==> src/rtl/key_sched_pkg.sv <==
// Shared DES key-schedule tables, FSM state type and rotation helpers.
package key_sched_pkg;

  localparam int unsigned KEY_W      = 64;
  localparam int unsigned HALF_W     = 28;
  localparam int unsigned CD_W       = 56;
  localparam int unsigned RK_W       = 48;
  localparam int unsigned MAX_ROUNDS = 16;

  typedef enum logic {
    IDLE = 1'b0,
    EMIT = 1'b1
  } state_t;

  // PC-1: entry j names the DES key bit (1 = MSB) feeding C||D bit j+1.
  localparam int unsigned PC1_TAB [CD_W] = '{
    57, 49, 41, 33, 25, 17,  9,
     1, 58, 50, 42, 34, 26, 18,
    10,  2, 59, 51, 43, 35, 27,
    19, 11,  3, 60, 52, 44, 36,
    63, 55, 47, 39, 31, 23, 15,
     7, 62, 54, 46, 38, 30, 22,
    14,  6, 61, 53, 45, 37, 29,
    21, 13,  5, 28, 20, 12,  4
  };

  // PC-2: entry j names the C||D bit (1 = MSB) feeding round-key bit j+1.
  localparam int unsigned PC2_TAB [RK_W] = '{
    14, 17, 11, 24,  1,  5,
     3, 28, 15,  6, 21, 10,
    23, 19, 12,  4, 26,  8,
    16,  7, 27, 20, 13,  2,
    41, 52, 31, 37, 47, 55,
    30, 40, 51, 45, 33, 48,
    44, 49, 39, 56, 34, 53,
    46, 42, 50, 36, 29, 32
  };

  // Left-rotation amount per round, rounds 1..16 at indices 0..15.
  localparam int unsigned SHIFT_TAB [MAX_ROUNDS] = '{
    1, 1, 2, 2, 2, 2, 2, 2, 1, 2, 2, 2, 2, 2, 2, 1
  };

  // Shift for a 1-based round number; out-of-range rounds give 0.
  function automatic int unsigned shift_of(input int unsigned rnd);
    int unsigned s;
    s = 0;
    for (int unsigned i = 0; i < MAX_ROUNDS; i++) begin
      if (rnd == i + 1) s = SHIFT_TAB[4'(i)];
    end
    return s;
  endfunction

  // Cumulative rotation after n rounds, reduced modulo the half width.
  function automatic int unsigned total_shift(input int unsigned n);
    int unsigned s;
    s = 0;
    for (int unsigned i = 0; i < MAX_ROUNDS; i++) begin
      if (i < n) s = s + SHIFT_TAB[4'(i)];
    end
    return s % HALF_W;
  endfunction

  // 28-bit rotate left by s (s < 28).
  function automatic logic [HALF_W-1:0] rotl28(input logic [HALF_W-1:0] x, input int unsigned s);
    logic [2*HALF_W-1:0] t;
    t = {x, x} << s;
    return t[2*HALF_W-1:HALF_W];
  endfunction

  // 28-bit rotate right by s (s < 28).
  function automatic logic [HALF_W-1:0] rotr28(input logic [HALF_W-1:0] x, input int unsigned s);
    logic [2*HALF_W-1:0] t;
    t = {x, x} >> s;
    return t[HALF_W-1:0];
  endfunction

endpackage

==> src/rtl/key_schedule_seq_if.sv <==
// Request/round-key stream bundle between a key consumer and the scheduler.
interface key_schedule_seq_if
  import key_sched_pkg::*;
#(
  parameter int unsigned IDX_W = 5
);
  logic              start;
  logic [KEY_W-1:0]  key_in;
  logic              decrypt;
  logic              rk_ready;
  logic              rk_valid;
  logic [RK_W-1:0]   rk_data;
  logic [IDX_W-1:0]  rk_idx;
  logic              busy;
  logic              done;

  modport master (
    output start, key_in, decrypt, rk_ready,
    input  rk_valid, rk_data, rk_idx, busy, done
  );

  modport slave (
    input  start, key_in, decrypt, rk_ready,
    output rk_valid, rk_data, rk_idx, busy, done
  );
endinterface

==> src/rtl/key_pc2_perm.sv <==
// DES PC-2 compression: 56-bit C||D to 48-bit round key.
module key_pc2_perm
  import key_sched_pkg::*;
(
  input  logic [CD_W-1:0] cd,
  output logic [RK_W-1:0] rk_c
);

  // Pure bit selection; bit numbering is DES style with 1 = MSB.
  always_comb begin
    rk_c = '0;
    for (int unsigned j = 0; j < RK_W; j++) begin
      rk_c[6'(RK_W - 1 - j)] = cd[6'(CD_W - PC2_TAB[6'(j)])];
    end
  end

endmodule

==> src/rtl/key_schedule_seq.sv <==
// Sequential DES key schedule: streams NUM_ROUNDS round keys per request,
// forward for encryption or reversed for decryption.
module key_schedule_seq
  import key_sched_pkg::*;
#(
  parameter int unsigned NUM_ROUNDS = 16,
  parameter int unsigned IDX_W      = 5
)
(
  input logic              clk,
  input logic              rst_n,
  key_schedule_seq_if.slave bus
);

  localparam logic [IDX_W-1:0] IDX_FIRST = IDX_W'(1);
  localparam logic [IDX_W-1:0] IDX_LAST  = IDX_W'(NUM_ROUNDS);
  localparam int unsigned      DEC_SHIFT = total_shift(NUM_ROUNDS);

  state_t              state_q, state_nxt;
  logic [HALF_W-1:0]   c_q, d_q, c_nxt, d_nxt;
  logic [IDX_W-1:0]    idx_q, idx_nxt;
  logic                mode_q, mode_nxt;
  logic                done_nxt;
  logic [CD_W-1:0]     pc1_c;
  logic [RK_W-1:0]     rk_c;
  logic                last_c;

  // PC-1 of the incoming key, parity bits dropped.
  always_comb begin
    pc1_c = '0;
    for (int unsigned j = 0; j < CD_W; j++) begin
      pc1_c[6'(CD_W - 1 - j)] = bus.key_in[6'(KEY_W - PC1_TAB[6'(j)])];
    end
  end

  assign last_c = mode_q ? (idx_q == IDX_FIRST) : (idx_q == IDX_LAST);

  // Next-state and next C/D/index; C/D always hold the halves for rk_idx.
  always_comb begin
    state_nxt = state_q;
    c_nxt     = c_q;
    d_nxt     = d_q;
    idx_nxt   = idx_q;
    mode_nxt  = mode_q;
    done_nxt  = 1'b0;
    unique case (state_q)
      IDLE: begin
        if (bus.start) begin
          state_nxt = EMIT;
          mode_nxt  = bus.decrypt;
          if (bus.decrypt) begin
            // Jump straight to the last round's halves.
            c_nxt   = rotl28(pc1_c[CD_W-1:HALF_W], DEC_SHIFT);
            d_nxt   = rotl28(pc1_c[HALF_W-1:0], DEC_SHIFT);
            idx_nxt = IDX_LAST;
          end else begin
            c_nxt   = rotl28(pc1_c[CD_W-1:HALF_W], shift_of(1));
            d_nxt   = rotl28(pc1_c[HALF_W-1:0], shift_of(1));
            idx_nxt = IDX_FIRST;
          end
        end
      end
      EMIT: begin
        if (bus.rk_ready) begin
          if (last_c) begin
            state_nxt = IDLE;
            done_nxt  = 1'b1;
          end else if (mode_q) begin
            // Undo this round's rotation to step back one round.
            c_nxt   = rotr28(c_q, shift_of(32'(idx_q)));
            d_nxt   = rotr28(d_q, shift_of(32'(idx_q)));
            idx_nxt = idx_q - IDX_W'(1);
          end else begin
            c_nxt   = rotl28(c_q, shift_of(32'(idx_q) + 1));
            d_nxt   = rotl28(d_q, shift_of(32'(idx_q) + 1));
            idx_nxt = idx_q + IDX_W'(1);
          end
        end
      end
      default: state_nxt = IDLE;
    endcase
  end

  // Round key of the halves that will be current next cycle.
  key_pc2_perm u_pc2 (
    .cd   ({c_nxt, d_nxt}),
    .rk_c (rk_c)
  );

  // FSM state register.
  always_ff @(posedge clk or negedge rst_n) begin
    if (!rst_n) state_q <= IDLE;
    else        state_q <= state_nxt;
  end

  // Schedule datapath registers.
  always_ff @(posedge clk or negedge rst_n) begin
    if (!rst_n) begin
      c_q    <= '0;
      d_q    <= '0;
      idx_q  <= '0;
      mode_q <= 1'b0;
    end else begin
      c_q    <= c_nxt;
      d_q    <= d_nxt;
      idx_q  <= idx_nxt;
      mode_q <= mode_nxt;
    end
  end

  // Registered outputs, zeroed whenever no key is presented.
  always_ff @(posedge clk or negedge rst_n) begin
    if (!rst_n) begin
      bus.rk_valid <= 1'b0;
      bus.rk_data  <= '0;
      bus.rk_idx   <= '0;
      bus.busy     <= 1'b0;
      bus.done     <= 1'b0;
    end else begin
      bus.rk_valid <= (state_nxt == EMIT);
      bus.busy     <= (state_nxt == EMIT);
      bus.rk_data  <= (state_nxt == EMIT) ? rk_c : '0;
      bus.rk_idx   <= (state_nxt == EMIT) ? idx_nxt : '0;
      bus.done     <= done_nxt;
    end
  end

endmodule

==> src/flat_wrapper.sv <==
// flat-port wrapper written by rule: the top's interface ports become plain ports
module key_schedule_seq_flat import key_sched_pkg::*;
#(
  parameter int unsigned NUM_ROUNDS = 16,
  parameter int unsigned IDX_W      = 5
)
  (clk, rst_n, bus_start, bus_key_in, bus_decrypt, bus_rk_ready, bus_rk_valid, bus_rk_data, bus_rk_idx, bus_busy, bus_done);
  key_schedule_seq_if #(.IDX_W(IDX_W)) bus_i ();
  input logic clk;
  input logic rst_n;
  input wire logic [$bits(bus_i.start)-1:0] bus_start;
  input wire logic [$bits(bus_i.key_in)-1:0] bus_key_in;
  input wire logic [$bits(bus_i.decrypt)-1:0] bus_decrypt;
  input wire logic [$bits(bus_i.rk_ready)-1:0] bus_rk_ready;
  output wire logic [$bits(bus_i.rk_valid)-1:0] bus_rk_valid;
  output wire logic [$bits(bus_i.rk_data)-1:0] bus_rk_data;
  output wire logic [$bits(bus_i.rk_idx)-1:0] bus_rk_idx;
  output wire logic [$bits(bus_i.busy)-1:0] bus_busy;
  output wire logic [$bits(bus_i.done)-1:0] bus_done;
  assign bus_i.start = bus_start;
  assign bus_i.key_in = bus_key_in;
  assign bus_i.decrypt = bus_decrypt;
  assign bus_i.rk_ready = bus_rk_ready;
  assign bus_rk_valid = bus_i.rk_valid;
  assign bus_rk_data = bus_i.rk_data;
  assign bus_rk_idx = bus_i.rk_idx;
  assign bus_busy = bus_i.busy;
  assign bus_done = bus_i.done;
  key_schedule_seq #(.NUM_ROUNDS(NUM_ROUNDS), .IDX_W(IDX_W)) u_core (.clk(clk), .rst_n(rst_n), .bus(bus_i));
endmodule
==> config.mk <==
export PLATFORM = sky130hd
export DESIGN_NAME = key_schedule_seq_flat
export DESIGN_NICKNAME = d
export VERILOG_FILES = /design/src/rtl/key_sched_pkg.sv /design/src/rtl/key_schedule_seq_if.sv /design/src/rtl/key_pc2_perm.sv /design/src/rtl/key_schedule_seq.sv /design/src/flat_wrapper.sv
export SDC_FILE = /design/constraint.sdc
export NUM_CORES = 1
export LEC_CHECK = 0
export BUFFER_PORTS_ARGS = -buffer_cell sky130_fd_sc_hd__buf_2
export CORE_UTILIZATION = 60
export DETAILED_ROUTE_END_ITERATION = 10
export GPL_TIMING_DRIVEN = 0
export PLACE_DENSITY = 0.85
export SKIP_CTS_REPAIR_TIMING = 1
export SYNTH_ARGS = -nofsm -noshare
export SYNTH_HDL_FRONTEND = slang
export SYNTH_SLANG_ARGS = --single-unit
==> constraint.sdc <==
create_clock -name clk -period 4.77 [get_ports clk]
set_input_delay 0.954 -clock clk [delete_from_list [all_inputs] [get_ports clk]]
set_output_delay 0.954 -clock clk [all_outputs]
set_load 0.02 [all_outputs]
# --- After elaboration in Yosys (flattened, before gate mapping) ---
# Index checks and enable logic that the tools add are counted.
op_classes:
  eq_ne: 35
  muxes: 68
  n_reduce_logical: 2
  bitwise_logic: 1
  n_shift: 4
  addsub: 3
ops:
  columns: ["operator", "n"]
  rows:
  - ["$mux 32", 28]
  - ["$mux 28", 10]
  - ["$eq 32x4->1 const B", 8]
  - ["$eq 32x3->1 const B", 4]
  - ["$pmux 28 s2", 2]
  - ["$shl 56x32->56", 2]
  - ["$shr 56x32->28", 2]
  - ["$eq 32x2->1 const B", 2]
  - ["$mux 48", 1]
  - ["$eq 5x4->1 const B", 8]
  - ["$eq 32x1->1 const B", 1]
  - ["$eq 32x5->1 const B", 1]
  - ["$mux 5", 6]
  - ["$eq 5x3->1 const B", 4]
  - ["$mux 2", 8]
  - ["$mux 1", 11]
  - ["$eq 5x2->1 const B", 2]
  - ["$pmux 5 s2", 1]
  - ["$add 5x1->6 const B", 1]
  - ["$ne 2x2->1 const B", 3]
  - ["$add 5x1->5 const B", 1]
  - ["$eq 5x1->1 const B", 1]
  - ["$eq 5x5->1 const B", 1]
  - ["$sub 5x1->5 const B", 1]
  - ["4 further kinds", 4]
word_totals:
  register_bits: 117
  elab_cells: 123
  out_inout_bits: 56

# --- Depth between registers and ports, before layout ---
# Gate-level depths: netlist of the first run.
depth:
  depth_word: 28
  depth_mapped: 12
  depth_no_buf: 10

# --- Cells and area by module ---
# Synthesis of the first run repeated with hierarchy kept, for this count alone.
hier_totals:
  hier_cells: 994
  area_unflattened_um2: 8893.5
modules_own_cells:
  columns: ["module", "instances", "area_per_inst_um2", "cells_each"]
  rows:
  - ["key_schedule_seq", 1, 8533.2, 946]
  - ["key_pc2_perm", 1, 360.3, 48]

# --- Worst setup path after synthesis of the first run ---
# Ideal clock, no wire load.
synth_timing:
  kind: "reg-to-reg"
  start: "register u_core.idx_q[0]"
  end: "register u_core.bus.rk_data[28]"
  path_slack_ns: 2.007
  arrival_ns: 2.618
  n_path_buf: 2
  period_less_slack_ns: 2.763
  required_time_ns: 4.625
  setup_time_ns: 0.145
  path_stages_with_launch: 12
  cell_sequence: "dfrtp_1 ha_1 and3_1 ha_1 mux2_2 o21bai_1 nor2_2 buf_6 clkbuf_1 and2_1 o32ai_1 nor3_2"
synth_via:
  elab_chain_len: 28
synth_lines:
  columns: ["element", "line_no", "rtl"]
  rows:
  - ["from (decl)", "key_schedule_seq.sv:21", "logic [IDX_W-1:0] idx_q, idx_nxt;"]
  - ["from (signal assigned)", "key_schedule_seq.sv:106", "idx_q <= idx_nxt;"]
  - ["$add 5x1->6", "key_schedule_seq.sv:74", "c_nxt = rotl28(c_q, shift_of(32'(idx_q) + 1));"]
  - ["$eq 32x1->1", "key_sched_pkg.sv:49", "if (rnd == i + 1) s = SHIFT_TAB[4'(i)];"]
  - ["$mux 1 (2 in series)", "key_sched_pkg.sv:49", null]
  - ["$mux 2 (6 in series)", "key_sched_pkg.sv:49", null]
  - ["$mux 32 (8 in series)", "key_sched_pkg.sv:49", null]
  - ["$mux 32", "key_schedule_seq.sv:68", "end else if (mode_q) begin"]
  - ["$mux 32", "key_schedule_seq.sv:65", "if (last_c) begin"]
  - ["$mux 32", "key_schedule_seq.sv:64", "if (bus.rk_ready) begin"]
  - ["$mux 32", "key_schedule_seq.sv:46", "unique case (state_q)"]
  - ["$shl 56x32->56", "key_sched_pkg.sv:67", "t = {x, x} << s;"]
  - ["$mux 28", "key_schedule_seq.sv:68", null]
  - ["$mux 28", "key_schedule_seq.sv:65", null]
  - ["$mux 28", "key_schedule_seq.sv:64", null]
  - ["$pmux 28 s2", "key_schedule_seq.sv:46", null]
  - ["$mux 48 *", "key_schedule_seq.sv:122", "bus.rk_data <= (state_nxt == EMIT) ? rk_c : '0;"]
  - ["to (signal assigned)", "key_schedule_seq.sv:122", null]
  - ["to (decl)", "key_schedule_seq_if.sv:24", "output rk_valid, rk_data, rk_idx, busy, done"]
# Mark *: on every way between the ends. The rest lies on a longest branch, timed or not. The select of a mux whose other input is x is not followed.
# A chain may end at the register's enable or synchronous reset.

# --- Worst setup path after layout of the first run ---
layout_timing:
  start: "register u_core.idx_q[0]"
  end: "register u_core.bus.rk_data[30]"
# Same word-level chain as after synthesis.

==> impl_results.md, run 1 <==
* Status: complete, no violations
* CP Buf/Inv Count at 1
* IO Count at 125
* Period utilisation layout at 0.762
* CTS H-tree depth at 4
* Ranking of synthesized cells by area: dfrtp_1 (30%), mux2i_1 (12%), nor2_1 (8.0%), a211oi_1 (6.9%), nor3_2 (4.1%)
* First DRT Iteration DRCs at between 1500 and 2000
* NumNets Final at 1381
* Top FF cell, synth: dfrtp_1
* Final hold vios at 0
* FP Rows at between 40 and 50
* CP startpoint kind: flip-flop
* Clock sink count at 117
* Worst vdd ir at a little over 0.6 mV
* Seq cells post-synth at approximately 120
* TritonCTS Buffers at 17
* Final setup skew at 14.9 ps
* DRC viols at 0
* Biggest area consumer among synthesized cells: dfrtp_1
* Root buf cell: clkbuf_16
* Final min period at around 3600 ps
* Critical-path cell list: ha_1 -> and3_1 -> ha_1 -> and3_1 -> o21bai_1 -> nor2_2 -> clkbuf_1 -> a21boi_0 -> o32ai_1 -> nor3_2
* GRT Util Overall at 0.441
* Req. time, crit path at 5040 ps
* CP peak stage delay at 610 ps
* Largest net degree at the start of global routing at 70
* Routed vias at 10500
* Vias in the first global route at 9844
* Avg Inst Size Synth at 8.41 sq um
* ANT nets after route at 0
* Worst hold slack at 444 ps
* Crit-path slowest cell: o32ai_1
* Synth Cell Area at roughly 0.01 sq mm
* CP arrival at 3900 ps
* Worst hold path class: in2async
* Register area share after synthesis at 0.298
* Layout cells sized above 1 at 0.225
* FFs w/ async S/R, synth at 1.00
* Area grow syn2layout at 15.1%
* DIE AREA at 0.0169 sq mm
* Core area at ~0.016 sq mm
* Die H at 130 um
* Cell family with most CP delay: simple AND/OR/NAND/NOR gates
* Synth cell types at 56
* Worst-path clk slew at 60 ps
* HPWL after DPL at between 20 and 30 mm
* Max Slew Vio Count at 0
* # setup viols final at 0
* Remaining global-route overflow at 0
* Clk Latency, worst-skew pair at 450 ps
* Drt pass-1 iters at 8
* Vias per inst at about 6.8
* Met3 WL at 4.68 mm
* Routed WL per cell at 23.9 um
* Die X at about 130 um
* CTS tree: done
* Setup TNS Final at 0 ps
* Worst-Margin Slew at between 900 and 1000 ps
* Area share of the largest cell type after synthesis at 0.298
* Syn Nets at 1246
* Lkg Pwr at approximately 0.0050 uW
* Slew HR at 0.398
* RePlAce Congestion at 1.01
* WS Path Type: reg2reg
* Max-cap violations at 0
* Power Density at 923 mW/mm^2
* Initial Util at 0.617
* Cells after synthesis at 1170
* Routed wire length at 36.7 mm
* Initial antenna violation count at 0
* RSZ-0062 raised after global routing: false
* First-pass GRT wire length at ~56 mm
* Post-Route M1 WL at 14.5 mm
* Critical Path Fanout Max at 10
* DR WL met2 at approximately 16 mm
* Worst-case clock buffer depth at 2
* Fmax at roughly 0.28 GHz
* Endpoint class of the critical path: flip-flop
* Ys Warns at 0
* Top sig layer: met4
* Post-synth EDFFs at 0
* IO Port Bufs at 115
==> metrics by stage <==
| step | std cells | cell area [sq um] | total power, uW | utilization | setup WS [ps] |
|---|---|---|---|---|---|
| floorplan | 1170 | 9840 | 6790 | - | 2010 |
| global route | 1534 | 11300 | 10900 | 0.710 | 974 |
| finish | 1535 | 11300 | 10500 | 0.710 | 1130 |
| global placement | 1501 | 10700 | 8590 | 0.670 | 1310 |
| detailed placement | 1502 | 10700 | 8720 | 0.672 | 1360 |
| CTS | 1534 | 11300 | 10100 | 0.710 | 1290 |
==> final timing paths <==
path                                 start                endpoint  slack, ps  cells past startpoint
setup reg to reg           u_core.idx_q[0]  u_core.bus.rk_data[30]       1130                     10
setup / recovery           u_core.idx_q[0]  u_core.bus.rk_data[30]       1130                     10
hold / removal                       rst_n          u_core.c_q[27]        440                      1
hold reg to reg             u_core.state_q         u_core.bus.done        650                      2
max in group asynchronous            rst_n   u_core.bus.rk_data[8]       3620                      2
min in group clk            u_core.state_q         u_core.bus.done        650                      2
==> registers in the layout (all words and copies together) (netlist names) <==
register            count
u_core.state_q          1
u_core.idx_q            5
u_core.bus.rk_data     48
u_core.c_q             28
u_core.bus.rk_idx       5
u_core.bus.done         1
u_core.d_q             28
u_core.mode_q           1
==> routing by layer <==
metal  up-vias  track usage
li1       4529            -
met1      4938        0.595
met2       844        0.643
met3       194        0.130
met4         0        0.216
met5         -            0
==> cell usage after synthesis (4+ instances only) <==
master,n
nor2_1,210
mux2i_1,119
dfrtp_1,117
a211oi_1,91
clkbuf_1,73
a21oi_1,60
o21ai_0,53
and2_1,51
buf_2,47
a21o_1,45
a21boi_0,43
o32ai_1,43
nor3_2,40
a211oi_2,24
nand2_1,19
inv_1,14
nor3_1,10
buf_6,9
or3_1,8
buf_4,7
ha_1,7
buf_1,6
a31oi_1,5
mux2_2,5
nand3b_1,5
o211ai_1,5
o21ai_1,4
o22ai_1,4
==> cell usage in the layout (no fill, tap or decap), drive strengths merged, types with 5 or more instances in the layout <==
cell type,instances
mux2,5
nand2,21
and2,51
a211oi,115
clkinv,7
mux2i,119
a31oi,5
nor2,211
dfrtp,117
buf,185
ha,7
a21oi,61
inv,14
nor3,50
o211ai,6
a21o,45
a21boi,43
clkbuf,94
o21ai,59
or3,8
o32ai,44
nand3b,5
==> final cells by class <==
| cell class | instances | area [sq um] |
|---|---|---|
| multi-input cells | 896 | 6170 |
| fillers | 1288 | 4620 |
| flip-flops and latches | 117 | 2930 |
| plain buffers | 143 | 691 |
| repair buffers | 116 | 609 |
| clock buffers | 20 | 447 |
| well taps | 216 | 270 |
| clock inverters | 12 | 155 |
| inverters | 14 | 52.6 |
| diodes | 1 | 2.50 |
==> cell families (layout without fill, tap and decap cells) <==
group / count (synthesis) / after routing / synth area share
adders and majority gates: 7 / 7 / 0.00890
muxes: 124 / 124 / 0.127
other: 0 / 1 / 0
xor gates and xnor gates: 3 / 3 / 0.00267
AOI/OAI and AO/OA: 401 / 401 / 0.300
and+or+nand+nor: 361 / 361 / 0.188
DFF: 117 / 117 / 0.298
buffers and inverters: 157 / 305 / 0.0755
==> power breakdown <==
group | switching, uW | internal (uW)
clock | 523 | 834
combinational | 4810 | 2490
sequential | 302 | 1490
No activity file was read; power rests on OpenSTA's default activity.
==> run 2, diff against run 1 <==
--- a/config.mk
+++ b/config.mk
@@ -6,10 +6,10 @@
 export NUM_CORES = 1
 export LEC_CHECK = 0
 export BUFFER_PORTS_ARGS = -buffer_cell sky130_fd_sc_hd__buf_2
-export CORE_UTILIZATION = 60
+export CORE_UTILIZATION = 54
 export DETAILED_ROUTE_END_ITERATION = 10
 export GPL_TIMING_DRIVEN = 0
-export PLACE_DENSITY = 0.85
+export PLACE_DENSITY = 0.81
 export SKIP_CTS_REPAIR_TIMING = 1
 export SYNTH_ARGS = -nofsm -noshare
 export SYNTH_HDL_FRONTEND = slang
==> constraint.sdc (replaced) <==
create_clock -name clk -period 3.3 [get_ports clk]
set_input_delay 0.66 -clock clk [delete_from_list [all_inputs] [get_ports clk]]
set_output_delay 0.66 -clock clk [all_outputs]
set_load 0.02 [all_outputs]
==> run 2 against run 1 <==
Critical path depth is the same. Die area grew 11%. Flip-flop and latch count is the same. Combinational power grew 52%. Non-clock buffer count grew 3. First-iteration DRC count shrank 2.5%. Via count shrank 0.35%. Routed wire length grew 1.1%. Sequential share of layout area shrank 0.69 points. Total power grew 49%. Worst hold slack lost 320 ps. Critical endpoint is now u_core.bus.rk_data[13]. Largest power group unchanged. Highest routed layer unchanged.
==> impl_results.md, run 2 (same netlist as run 1, synthesis figures left out) <==
* Status: complete, no violations
* Critical-path cell list: inv_1 -> ha_1 -> nor4b_2 -> a211oi_4 -> a21oi_4 -> a2bb2oi_4 -> clkbuf_1 -> nor2_1 -> a211oi_2 -> nor3_2
* Final min period at 3250 ps
* Crit-path slowest cell: dfrtp_1
* R2R setup slack at 50 ps
* Vias in the first global route at 9787
* Worst r2r path cells at 10
* IO Port Bufs at 115
* Routed WL per cell at 24.0 um
* Routed vias at approximately 10000
* Die H at 137 um
* Total power at 15600 uW
* Worst-path clk slew at 60 ps
* Met2 Use GR at 0.579
* Cell area after layout at 0.0116 sq mm
* Final hold vios at 0
* First-pass GRT wire length at 56.1 mm
* Worst-Margin Slew at ~900 ps
* DP Area at 0.0107 sq mm
* Initial Util at 0.561
* DIE AREA at 0.0188 sq mm
* First DRT Iteration DRCs at 1626
* Core area at between 0.015 and 0.02 sq mm
* Endpoint class of the critical path: flip-flop
* Met3 GRT Util at 0.0937
* CTS H-tree depth at 4
* Biggest register: u_core.bus.rk_data
* Die X at 137 um
* Clock sink count at 117
* Most common cell after layout, fill and taps aside: nor2_1
* Slew HR at 0.413
* Req. time, crit path at approximately 3600 ps
* CTS tree: done
* ANT nets after route at 0
* Global-route layer with the greatest usage: met2
* Reg2reg end: u_core.bus.rk_data[13]
* Routing usage on met1 at 0.543
* HPWL after DPL at 25.3 mm
* Root buf cell: clkbuf_16
* RR Startpoint: u_core.idx_q[0]
* Largest net degree at the start of global routing at 85
* Fill cells at 1506
* Clk Latency, worst-skew pair at 430 ps
* CP arrival at 3520 ps
* CP startpoint kind: flip-flop
* WS Path Type: reg2reg
* Fmax at around 0.31 GHz
* CP Buf/Inv Count at 2
* # setup viols final at 0
* Max-cap violations at 0
* NumNets Final at about 1400
* Top flop regs: u_core.bus.rk_data: 48 flops, u_core.c_q: 28 flops, u_core.d_q: 28 flops
* Max FFs per register at 48
* RePlAce Congestion at approximately 0.99
* Worst vdd ir at around 0.66 mV
* DRC viols at 0
* Worst-case clock buffer depth at 2
* Routed wire length at 37.0 mm
* Remaining global-route overflow at 0
* IO Count at between 100 and 150
* Critical Path Fanout Max at 10
* # diodes at 0
* Power Density at 1340 mW/mm^2
* TritonCTS Buffers at 17
* Vias per inst at 6.78
* Layout cells sized above 1 at 0.259
* DP Cell Count at 1511
* CP peak stage delay at roughly 450 ps
* Final Non-Filler Cells at 1545
* Final setup skew at 12.7 ps
* Commonest cells after routing, fill and taps aside: nor2_1 (209), buf_2 (158), mux2i_1 (119), dfrtp_1 (117), a211oi_1 (78)
* RSZ-0062 raised after global routing: true
* Area grow syn2layout at 18.2%
* Lkg Pwr at 0.00515 uW
* Cell family with most CP delay: compound AO/OA/AOI/OAI gates
* Max Slew Vio Count at 0
* Drt pass-1 iters at 8
* Critical path depth at 10
* Initial antenna violation count at 0
* GRT Util Overall at 0.397
* Period utilisation layout at 0.986
* FP Rows at 48
* Worst hold path class: in2async
## run 2: cell count changes in the layout (fill, tap and decap cells not counted), sizes merged
cell / before / now
clkinv: 7 / 3
buf: 185 / 187
clkbuf: 94 / 97
clkinvlp: 2 / 3
diode: 1 / 0
## run 2: report_power, final
| part | total (uW) | internal, uW | switching (uW) |
|---|---|---|---|
| clock | 1940 | 1220 | 726 |
| combinational | 11100 | 3910 | 7160 |
| sequential | 2590 | 2150 | 435 |
## run 2: final cells by class
cell class	instances	area, sq um	area share
Multi-Input combinational cell	896	6420	0.552
Clock inverter	9	128	0.0110
Tap cell	225	282	0.0242
Sequential cell	117	2930	0.252
Inverter	14	52.6	0.00452
Timing Repair Buffer	120	652	0.0560
Clock buffer	22	464	0.0399
Buffer	142	709	0.0610
## run 2: how the worst max path moves through the flow
stage | start | end | slack [ps]
finish | u_core.idx_q[0] | u_core.bus.rk_data[13] | 50
CTS | u_core.idx_q[0] | u_core.c_q[23] | -160
global placement | u_core.idx_q[0] | u_core.bus.rk_data[26] | -80
global route | u_core.idx_q[0] | u_core.d_q[12] | -40
floorplan | u_core.idx_q[0] | u_core.bus.rk_data[28] | 540
detailed placement | u_core.idx_q[0] | u_core.bus.rk_data[26] | -110
## run 2: worst reg2reg max path, cell delays in order (launching register included)
cell	delay, ps
dfrtp_1	450
inv_1	140
ha_1	330
nor4b_2	410
a211oi_4	120
a21oi_4	260
a2bb2oi_4	340
clkbuf_1	450
nor2_1	200
a211oi_2	300
nor3_2	90
## run 2: per-stage QoR
step	TNS [ps]	util	setup slack, ps	hold WS, ps
2_1_floorplan	0	-	537	364
3_3_place_gp	-337	0.610	-84.1	631
3_5_place_dp	-1430	0.612	-110	576
4_1_cts	-3620	0.646	-162	132
5_1_grt	-75.0	0.664	-37.3	149
6_report	0	0.664	46.7	121
## run 2: layer usage
layer  up-vias  routed length (um)  part of all wire
li1       4522                   -                 -
met1      4937               14400              0.39
met2       824               16200              0.44
met3       185                4600              0.12
met4         0                1860             0.050
met5         -                   0                 0
==> run 3, diff against run 2 <==
--- a/config.mk
+++ b/config.mk
@@ -6,10 +6,10 @@
 export NUM_CORES = 1
 export LEC_CHECK = 0
 export BUFFER_PORTS_ARGS = -buffer_cell sky130_fd_sc_hd__buf_2
-export CORE_UTILIZATION = 54
+export CORE_UTILIZATION = 60
 export DETAILED_ROUTE_END_ITERATION = 10
 export GPL_TIMING_DRIVEN = 0
-export PLACE_DENSITY = 0.81
+export PLACE_DENSITY = 0.85
 export SKIP_CTS_REPAIR_TIMING = 1
 export SYNTH_ARGS = -nofsm -noshare
 export SYNTH_HDL_FRONTEND = slang
==> constraint.sdc (replaced) <==
create_clock -name clk -period 3.5 [get_ports clk]
set_input_delay 0.7 -clock clk [delete_from_list [all_inputs] [get_ports clk]]
set_output_delay 0.7 -clock clk [all_outputs]
set_load 0.02 [all_outputs]
==> run 3 against run 2 <==
Flip-flop and latch count is the same. Critical path depth did not move. Clock power fell by 5%. Global-route usage is 4.5 points higher. Largest cell class unchanged. Register-to-register slack improved by 90 ps. Final cell count decreased by 0.58%. Utilization rose by 5.2 points. Design area fell by 1.9%. Sequential power fell by 6%.
==> impl_results.md, run 3 (same netlist as run 1, synthesis figures left out) <==
* CP startpoint kind: flip-flop
* Routed WL per cell at 23.9 um
* Worst hold path class: in2async
* DIE AREA at 0.0169 sq mm
* First-pass GRT wire length at 55.9 mm
* Endpoint class of the critical path: flip-flop
* Final hold vios at 0
* RSZ-0062 raised after global routing: false
* Vias per inst at 6.85
* Die X at 130 um
* DRC viols at 0
* Slew HR at 0.403
* Worst-Margin Slew at 896 ps
* TritonCTS Buffers at 17
* WS Path Type: reg2reg
* Status: complete, no violations
* Final min period at about 3400 ps
* Commonest cells after routing, fill and taps aside: nor2_1 (210), buf_2 (159), mux2i_1 (119), dfrtp_1 (117), a211oi_1 (89)
* Total power at about 14000 uW
* HPWL after DPL at 25.4 mm
* RR Startpoint: u_core.idx_q[0]
* NumNets Final at 1383
* IO Count at 125
* CP Buf/Inv Count at 3
* Worst-path clk slew at 60 ps
* Power Density at 1260 mW/mm^2
* Setup TNS Final at 0 ps
* CTS H-tree depth at 4
* RePlAce Congestion at a little over 1
* Core area at 0.0159 sq mm
* CP peak stage delay at 520 ps
* Vias in the first global route at roughly 10000
* Routing usage on met1 at 0.595
* Largest net degree at the start of global routing at 70
* IO Port Bufs at 115
* Root buf cell: clkbuf_16
* # setup viols final at 0
* Remaining global-route overflow at 0
* Final setup skew at about 16 ps
* Drt pass-1 iters at 9
* R2R setup slack at between 100 and 150 ps
* Most common cell after layout, fill and taps aside: nor2_1
* Period utilisation layout at 0.960
* Top flop regs: u_core.bus.rk_data: 48 flops, u_core.c_q: 28 flops, u_core.d_q: 28 flops
* Req. time, crit path at 3800 ps
* CTS tree: done
* Global-route layer with the greatest usage: met2
* Critical Path Fanout Max at 10
* Max FFs per register at 48
* Area grow syn2layout at 16.0%
* Die H at 130 um
* ANT nets after route at 0
* CP arrival at 3660 ps
* Worst vdd ir at 0.840 mV
* Initial Util at 0.617
* Worst-case clock buffer depth at 2
* CP dominant cell by count: nor2_1
* # diodes at 0
* Reg2reg end: u_core.c_q[18]
* Worst r2r path cells at 10
* First DRT Iteration DRCs at about 1600
* Clk Latency, worst-skew pair at 450 ps
* Crit-path slowest cell: o32ai_1
* GRT Util Overall at 0.441
* Biggest register: u_core.bus.rk_data
* Fmax at about 0.3 GHz
* Met3 GRT Util at 0.130
* Cell family with most CP delay: buffers and inverters
* Initial antenna violation count at 0
* Routed wire length at 36.7 mm
* Critical-path cell list: inv_1 -> ha_1 -> nand3b_1 -> a21oi_1 -> nor2_1 -> buf_2 -> clkbuf_1 -> a21boi_0 -> o32ai_1 -> nor2_1
* Max Slew Vio Count at 0
* Max-cap violations at 0
* FP Rows at 46
* Layout cells sized above 1 at 0.233
* Routed vias at about 11000
* Met2 Use GR at 0.643
* Lkg Pwr at 0.00508 uW
* Clock sink count at 117
-- run 3: cell count changes in the layout (fill, tap and decap cells not counted), moves of 4 or more --
cell      delta
a211oi_1    +11
a211oi_2     -9
clkbuf_1     +8
clkbuf_2     -8
clkinv_4     +4
o32ai_1     +13
o32ai_2     -12
-- run 3: worst max path at each step --
stage,start,depth (start not counted),slack [ps],to
2_1_floorplan,u_core.idx_q[0],11,740,u_core.bus.rk_data[28]
3_3_place_gp,u_core.idx_q[0],11,100,u_core.bus.rk_data[26]
3_5_place_dp,u_core.idx_q[0],10,90,u_core.d_q[25]
4_1_cts,u_core.idx_q[0],10,20,u_core.d_q[4]
5_1_grt,u_core.idx_q[0],11,2,u_core.c_q[18]
6_report,u_core.idx_q[0],10,140,u_core.c_q[18]
-- run 3: power breakdown --
| group | total, uW | internal (uW) | switching (uW) |
|---|---|---|---|
| combinational | 10100 | 3480 | 6630 |
| sequential | 2440 | 2030 | 407 |
| clock | 1850 | 1140 | 710 |
-- run 3: metal layers --
layer | part of all wire | up-vias
met1 | 0.39 | 4952
li1 | - | 4526
met5 | 0 | -
met3 | 0.13 | 180
met4 | 0.045 | 0
met2 | 0.43 | 871
-- run 3: final cells by class --
class,count,area (sq um)
clock buffers,20,447
plain buffers,143,701
clock inverters,12,155
flip-flops and latches,117,2930
repair buffers,118,624
fillers,1282,4530
multi-input cells,896,6240
well taps,216,270
inverters,14,52.6
-- run 3: metrics by stage --
| stage | hold slack (ps) | setup WS, ps | util | instance area, sq um | cells |
|---|---|---|---|---|---|
| floorplan | 404 | 737 | - | 9840 | 1170 |
| global placement | 610 | 105 | 0.670 | 10700 | 1501 |
| detailed placement | 619 | 86.6 | 0.672 | 10700 | 1502 |
| CTS | 213 | 16.5 | 0.710 | 11300 | 1534 |
| global route | 240 | 1.90 | 0.716 | 11400 | 1536 |
| finish | 185 | 140 | 0.716 | 11400 | 1536 |
-- run 3: worst register-to-register path: stages, from the launching register on --
cell and delay, ps:
dfrtp_1 440, inv_1 130, ha_1 330, nand3b_1 160
a21oi_1 150, nor2_1 410, buf_2 320, clkbuf_1 450
a21boi_0 190, o32ai_1 520, nor2_1 110
